`src/rtl/wb_regfile_pkg.sv`:
```
// Shared constants for the writeback stage: data width, register address width and load size encodings.
// Pure constants; no latency or backpressure of its own.
package wb_regfile_pkg;
  localparam int XLEN       = 32;
  localparam int REG_ADDR_W = 5;

  localparam logic [1:0] LD_BYTE = 2'b00;
  localparam logic [1:0] LD_HALF = 2'b01;
  localparam logic [1:0] LD_WORD = 2'b10;
endpackage

```
`src/rtl/wb_regfile_load_align.sv`:
```
// Load data extract and sign/zero extension from the raw memory word.
// Purely combinational, zero latency; no backpressure.
module wb_regfile_load_align
  import wb_regfile_pkg::*;
(
  input  logic [XLEN-1:0] mem_data,
  input  logic [1:0]      off,
  input  logic [1:0]      size,
  input  logic            is_unsigned,
  output logic [XLEN-1:0] data
);

  logic [7:0]  byte_v;
  logic [15:0] half_v;

  always_comb begin
    byte_v = mem_data[7:0];
    case (off)
      2'd0:    byte_v = mem_data[7:0];
      2'd1:    byte_v = mem_data[15:8];
      2'd2:    byte_v = mem_data[23:16];
      default: byte_v = mem_data[31:24];
    endcase
    // Misaligned halves are not trapped here; off[0] is simply ignored.
    half_v = off[1] ? mem_data[31:16] : mem_data[15:0];
  end

  always_comb begin
    data = mem_data;
    case (size)
      LD_BYTE: data = {{24{~is_unsigned & byte_v[7]}}, byte_v};
      LD_HALF: data = {{16{~is_unsigned & half_v[15]}}, half_v};
      default: data = mem_data;
    endcase
  end

endmodule

```
`src/rtl/wb_regfile.sv`:
```
// Writeback select, 32x32 register file with same-cycle read bypass, WB forwarding tap and retire counter.
// Writes visible to the array one cycle later; reads and tap are combinational; no backpressure (no stall input).
module wb_regfile
  import wb_regfile_pkg::*;
#(
  parameter bit BYPASS_EN = 1'b1,
  parameter int CNT_W     = 32
) (
  input  logic                  clk,
  input  logic                  reset,
  input  logic [XLEN-1:0]       alu_res_in,
  input  logic [XLEN-1:0]       mem_data_in,
  input  logic [REG_ADDR_W-1:0] rd_in,
  input  logic                  reg_we_in,
  input  logic                  mem_to_reg_in,
  input  logic [1:0]            load_size_in,
  input  logic                  load_unsigned_in,
  input  logic [REG_ADDR_W-1:0] rs1_addr,
  input  logic [REG_ADDR_W-1:0] rs2_addr,
  output logic [XLEN-1:0]       rs1_data,
  output logic [XLEN-1:0]       rs2_data,
  output logic                  fwd_we,
  output logic [REG_ADDR_W-1:0] fwd_rd,
  output logic [XLEN-1:0]       fwd_data,
  output logic [CNT_W-1:0]      retire_cnt
);

  logic [XLEN-1:0] regs [32];
  logic [XLEN-1:0] load_data;
  logic [XLEN-1:0] wb_data;
  logic            commit;

  wb_regfile_load_align u_load_align (
    .mem_data    (mem_data_in),
    .off         (alu_res_in[1:0]),
    .size        (load_size_in),
    .is_unsigned (load_unsigned_in),
    .data        (load_data)
  );

  assign wb_data = mem_to_reg_in ? load_data : alu_res_in;
  assign commit  = reg_we_in && (rd_in != '0) && !reset;

  assign fwd_we   = commit;
  assign fwd_rd   = rd_in;
  assign fwd_data = wb_data;

  always_ff @(posedge clk) begin
    if (reset) begin
      for (int i = 0; i < 32; i++) regs[i] <= '0;
      retire_cnt <= '0;
    end else if (commit) begin
      regs[rd_in] <= wb_data;
      retire_cnt  <= retire_cnt + CNT_W'(1);
    end
  end

  always_comb begin
    if (reset || rs1_addr == '0)
      rs1_data = '0;
    else if (BYPASS_EN && commit && rd_in == rs1_addr)
      rs1_data = wb_data;
    else
      rs1_data = regs[rs1_addr];
  end

  always_comb begin
    if (reset || rs2_addr == '0)
      rs2_data = '0;
    else if (BYPASS_EN && commit && rd_in == rs2_addr)
      rs2_data = wb_data;
    else
      rs2_data = regs[rs2_addr];
  end

endmodule

```
`config.mk`:
```
export PLATFORM = sky130hd
export DESIGN_NAME = wb_regfile
export DESIGN_NICKNAME = d
export VERILOG_FILES = /design/src/rtl/wb_regfile_pkg.sv /design/src/rtl/wb_regfile_load_align.sv /design/src/rtl/wb_regfile.sv
export SDC_FILE = /design/constraint.sdc
export NUM_CORES = 2
export LEC_CHECK = 0
export CORE_MARGIN = 2
export CORE_UTILIZATION = 47
export DETAILED_ROUTE_END_ITERATION = 8
export PLACE_DENSITY = 0.67
export SETUP_SLACK_MARGIN = 0.05
export SLEW_MARGIN = 20
export SYNTH_ARGS = -nofsm -noshare
export SYNTH_HDL_FRONTEND = slang
export SYNTH_HIERARCHICAL = 1
export SYNTH_SLANG_ARGS = --single-unit
export TNS_END_PERCENT = 1
```
`constraint.sdc`:
```
create_clock -name clk -period 2.55 [get_ports clk]
set_input_delay 0.255 -clock clk [delete_from_list [all_inputs] [get_ports clk]]
set_output_delay 0.255 -clock clk [all_outputs]
set_load 0.02 [all_outputs]
```
==> out/results.ini <==
[power]
p_switching_mw=12.1
total_leakage_power_nw=26.8
pwr-share-seq_pct=45.6
ir_worst_vdd_v=0.000553
power.share.switching_pct=27.0
power_per_cell_area_nw_per_um2=634
power_frac_comb_pct=18.2
internal-power_mw=32.7
share_clk_of_total_power_pct=36.2

[timing]
slew_headroom_pct=23.7
tightestPinTransition_ns=1.14
period_needed_ns=2.99
final-setup-viol-count=68
number_of_slew_limit_violations_in_the_final_report=0
clock.fmax_mhz=334
final.setup.worst_slack_ns=-0.443
clock-skew-final_ns=0.00723
final-hold-violation-count=0
rsz_0062_raised_after_global_routing=true
period_utilization_post_route_pct=117
hold_ws_ns=0.188

[yosys]
synthDominantAreaCellType=sky130_fd_sc_hd__edfxtp_1
async_reset_ff_share_pct=0
synth_seq_cells=1056
yosysWarningCount=6
synth.top_cells.by_area=sky130_fd_sc_hd__edfxtp_1, sky130_fd_sc_hd__mux4_2, sky130_fd_sc_hd__mux2i_1, sky130_fd_sc_hd__nor2_1, sky130_fd_sc_hd__a221oi_1
post_synth.cell_area_avg_um2=12.3
synth_edf_count=1024
yosys_top_cell_area_share_pct=54.6
yosysSeqAreaShare_pct=55.8
syn-instance-count=4586
synthesis.area_um2=56300
postSynth.topFlopCell=sky130_fd_sc_hd__edfxtp_1
synth.lib_cells_used.distinct=57

[place]
postPlaceCellArea_um2=66600
io_buffers=219
preCtsSetupSlack_ns=-1.02
hpwl_um=148000
placedCellCount=6655
globalplace.congestion=1.08

[global_routing]
antenna_found_initial=5
grt_pass1_wl_um=310000
grt.overflow.total=0
first_global_vias=44705
groute.usage.overall_pct=35.2
pin_count_of_the_biggest_net_entering_global_routing=46

[cells_and_area]
finalInstanceArea_um2=70700
sequential_cell_area_um2=31400
layout_common_cells=sky130_fd_sc_hd__nor2_1, sky130_fd_sc_hd__edfxtp_1, sky130_fd_sc_hd__mux2i_1, sky130_fd_sc_hd__buf_4, sky130_fd_sc_hd__nand2_1
leading_cell_type_in_the_layout_fill_and_taps_excluded=sky130_fd_sc_hd__nor2_1
multi_input_comb_area_um2=23700
instances_no_fill=6880
nets=5276
final_core_utilization_pct=59.7
final_layout_size_suffix_gt1_share_pct=27.4
n_fill_cell=9352
area_delta_synth_final_pct=25.5

[critical_path]
timing.critical_path.from_type=primary input
r2r_setup_slack_ns=0.41
crit_path_start=alu_res_in[0]
r2r-end=retire_cnt[31]
largest_fanout_on_the_critical_path=11
crit_arrival_ns=2.74
worst_r2r_startpoint=retire_cnt[0]
worst-endpoint-required_ns=2.30
timing.critical_path.to=rs2_data[20]
timing.reg2reg.worst_path_depth=5
critPathCaptureType=output port
critical_setup_path_kind=in2out

[floorplan]
die_outline_area_um2=123000
core.rowCount=126
die_w_um=350
core_area_um2=118000
die_h_um=350
initial_core_util_pct=47.6
pin_count=220

[clock_network]
tritoncts=yes
cts.reportedPaths.clkPinSlew_ns=0.06
clock_tree.root_cell=sky130_fd_sc_hd__clkbuf_16
post_cts_hold_buffer_count=0
clock_sink_count=1056
insertion_delay_ns=0.70
cts-htree-levels=3
bufs_on_longest_clock_path=3
cts_buffers=110

[route]
avgViaCountPerCell=6.58
ant_nets=0
first_iter_violations=6595
route.vias.total=45285
drt_drc_violations_left=0
dr.pass1.iters=8
postRouteWirelength_um=218000
detail_route.wl_per_cell_um=31.7

[run_status]
run_status=complete, but fails checks
failed_checks=negative setup slack

[worst_hold_path]
timing.hold.worst.class=in2reg

[flow_run]
maxcap_violations=0

what timing repair did:
item | CTS | global route
setup buffers | 20 | 0
gates cloned | 2 | 0
setup endpoints to repair | 274 | 90
pin swaps | 50 | 26
resized for setup | 524 | 100
worst min-delay path by stage:
stage                     depth (start not counted)  slack, ns        endpoint            from
after floorplan                                   2       0.55  retire_cnt[31]  retire_cnt[31]
after global placement                            2       0.46  retire_cnt[31]  retire_cnt[31]
after detailed placement                          2       0.49  retire_cnt[31]  retire_cnt[31]
after CTS                                         2       0.15     regs[0][15]           reset
after global routing                              2       0.16     regs[0][15]           reset
final                                             2       0.19     regs[0][15]           reset
power groups by stage:
stage                     Clock [mW]  Sequential [mW]  Combinational [mW]
after floorplan                    0             20.6                3.87
after global placement             0             20.7                7.68
after detailed placement           0             20.8                7.75
after CTS                       16.3             20.4                7.83
after global routing            16.9             20.5                8.38
final                           16.2             20.4                8.15
cell usage after synthesis, drive strengths merged, types with 4 or more instances:
| cell | n |
|---|---|
| nor2 | 1078 |
| edfxtp | 1024 |
| mux2i | 560 |
| nand2 | 327 |
| clkbuf | 304 |
| mux4 | 256 |
| a221oi | 192 |
| buf | 168 |
| a22oi | 88 |
| o21ai | 81 |
| a221o | 64 |
| o22ai | 64 |
| nand4 | 56 |
| a31oi | 49 |
| inv | 44 |
| a21oi | 32 |
| dfxtp | 32 |
| nand3 | 23 |
| xnor2 | 21 |
| o211ai | 20 |
| or3 | 19 |
| nor2b | 12 |
| nor3 | 8 |
| o221ai | 8 |
| nor3b | 7 |
| o22a | 7 |
| and4 | 5 |
| nor4 | 5 |
| and3b | 4 |
| or4 | 4 |
critical path, stage by stage:
cell and delay [ns]:
sky130_fd_sc_hd__buf_6 0.09, sky130_fd_sc_hd__buf_8 0.13, sky130_fd_sc_hd__mux2_4 0.31, sky130_fd_sc_hd__a32oi_4 0.37, sky130_fd_sc_hd__buf_8 0.21, sky130_fd_sc_hd__buf_12 0.14, sky130_fd_sc_hd__o211ai_1 0.14, sky130_fd_sc_hd__mux2i_4 0.21
sky130_fd_sc_hd__buf_12 0.17, sky130_fd_sc_hd__o22ai_1 0.09, sky130_fd_sc_hd__a221o_1 0.38, sky130_fd_sc_hd__buf_4 0.20
cells by family after synthesis:
group | Yosys count | synth area share, %
fa+ha+maj | 1 | 0.0222
xor+xnor | 24 | 0.373
simple gates | 1556 | 11.1
other cells | 1 | 0.00666
compound gates | 613 | 8.45
buf+inv | 517 | 4.03
flops | 1056 | 55.8
mux | 818 | 20.2
metal layers:
layer | vias up | GRT usage [%] | wire length [um]
li1 | 18600 | - | -
met2 | 3514 | 52.3 | 94300
met1 | 22456 | 45.1 | 76900
met3 | 705 | 11.1 | 30600
met5 | - | 1.06 | 272
met4 | 10 | 21.4 | 15800
cell type report:
| type | instances | area share, % |
|---|---|---|
| flip-flops and latches | 1056 | 44.4 |
| diodes | 2 | 0.00708 |
| clock inverters | 57 | 0.767 |
| repair buffers | 932 | 13.9 |
| well taps | 1600 | 2.83 |
| clock buffers | 144 | 4.27 |
| multi-input cells | 3044 | 33.6 |
| inverters | 45 | 0.260 |
stage by stage:
step                power (mW)  setup TNS (ns)
finish                    44.8          -20.82
global route              45.8          -24.41
CTS                       44.5          -21.41
detailed placement        28.5         -622.47
global placement          28.4         -595.36
floorplan                 24.5          -10.65
registers in the layout, indices dropped and copies added, names as in the netlist:
name,count
regs,1024
retire_cnt,32
No activity file was read; power rests on OpenSTA's default activity.
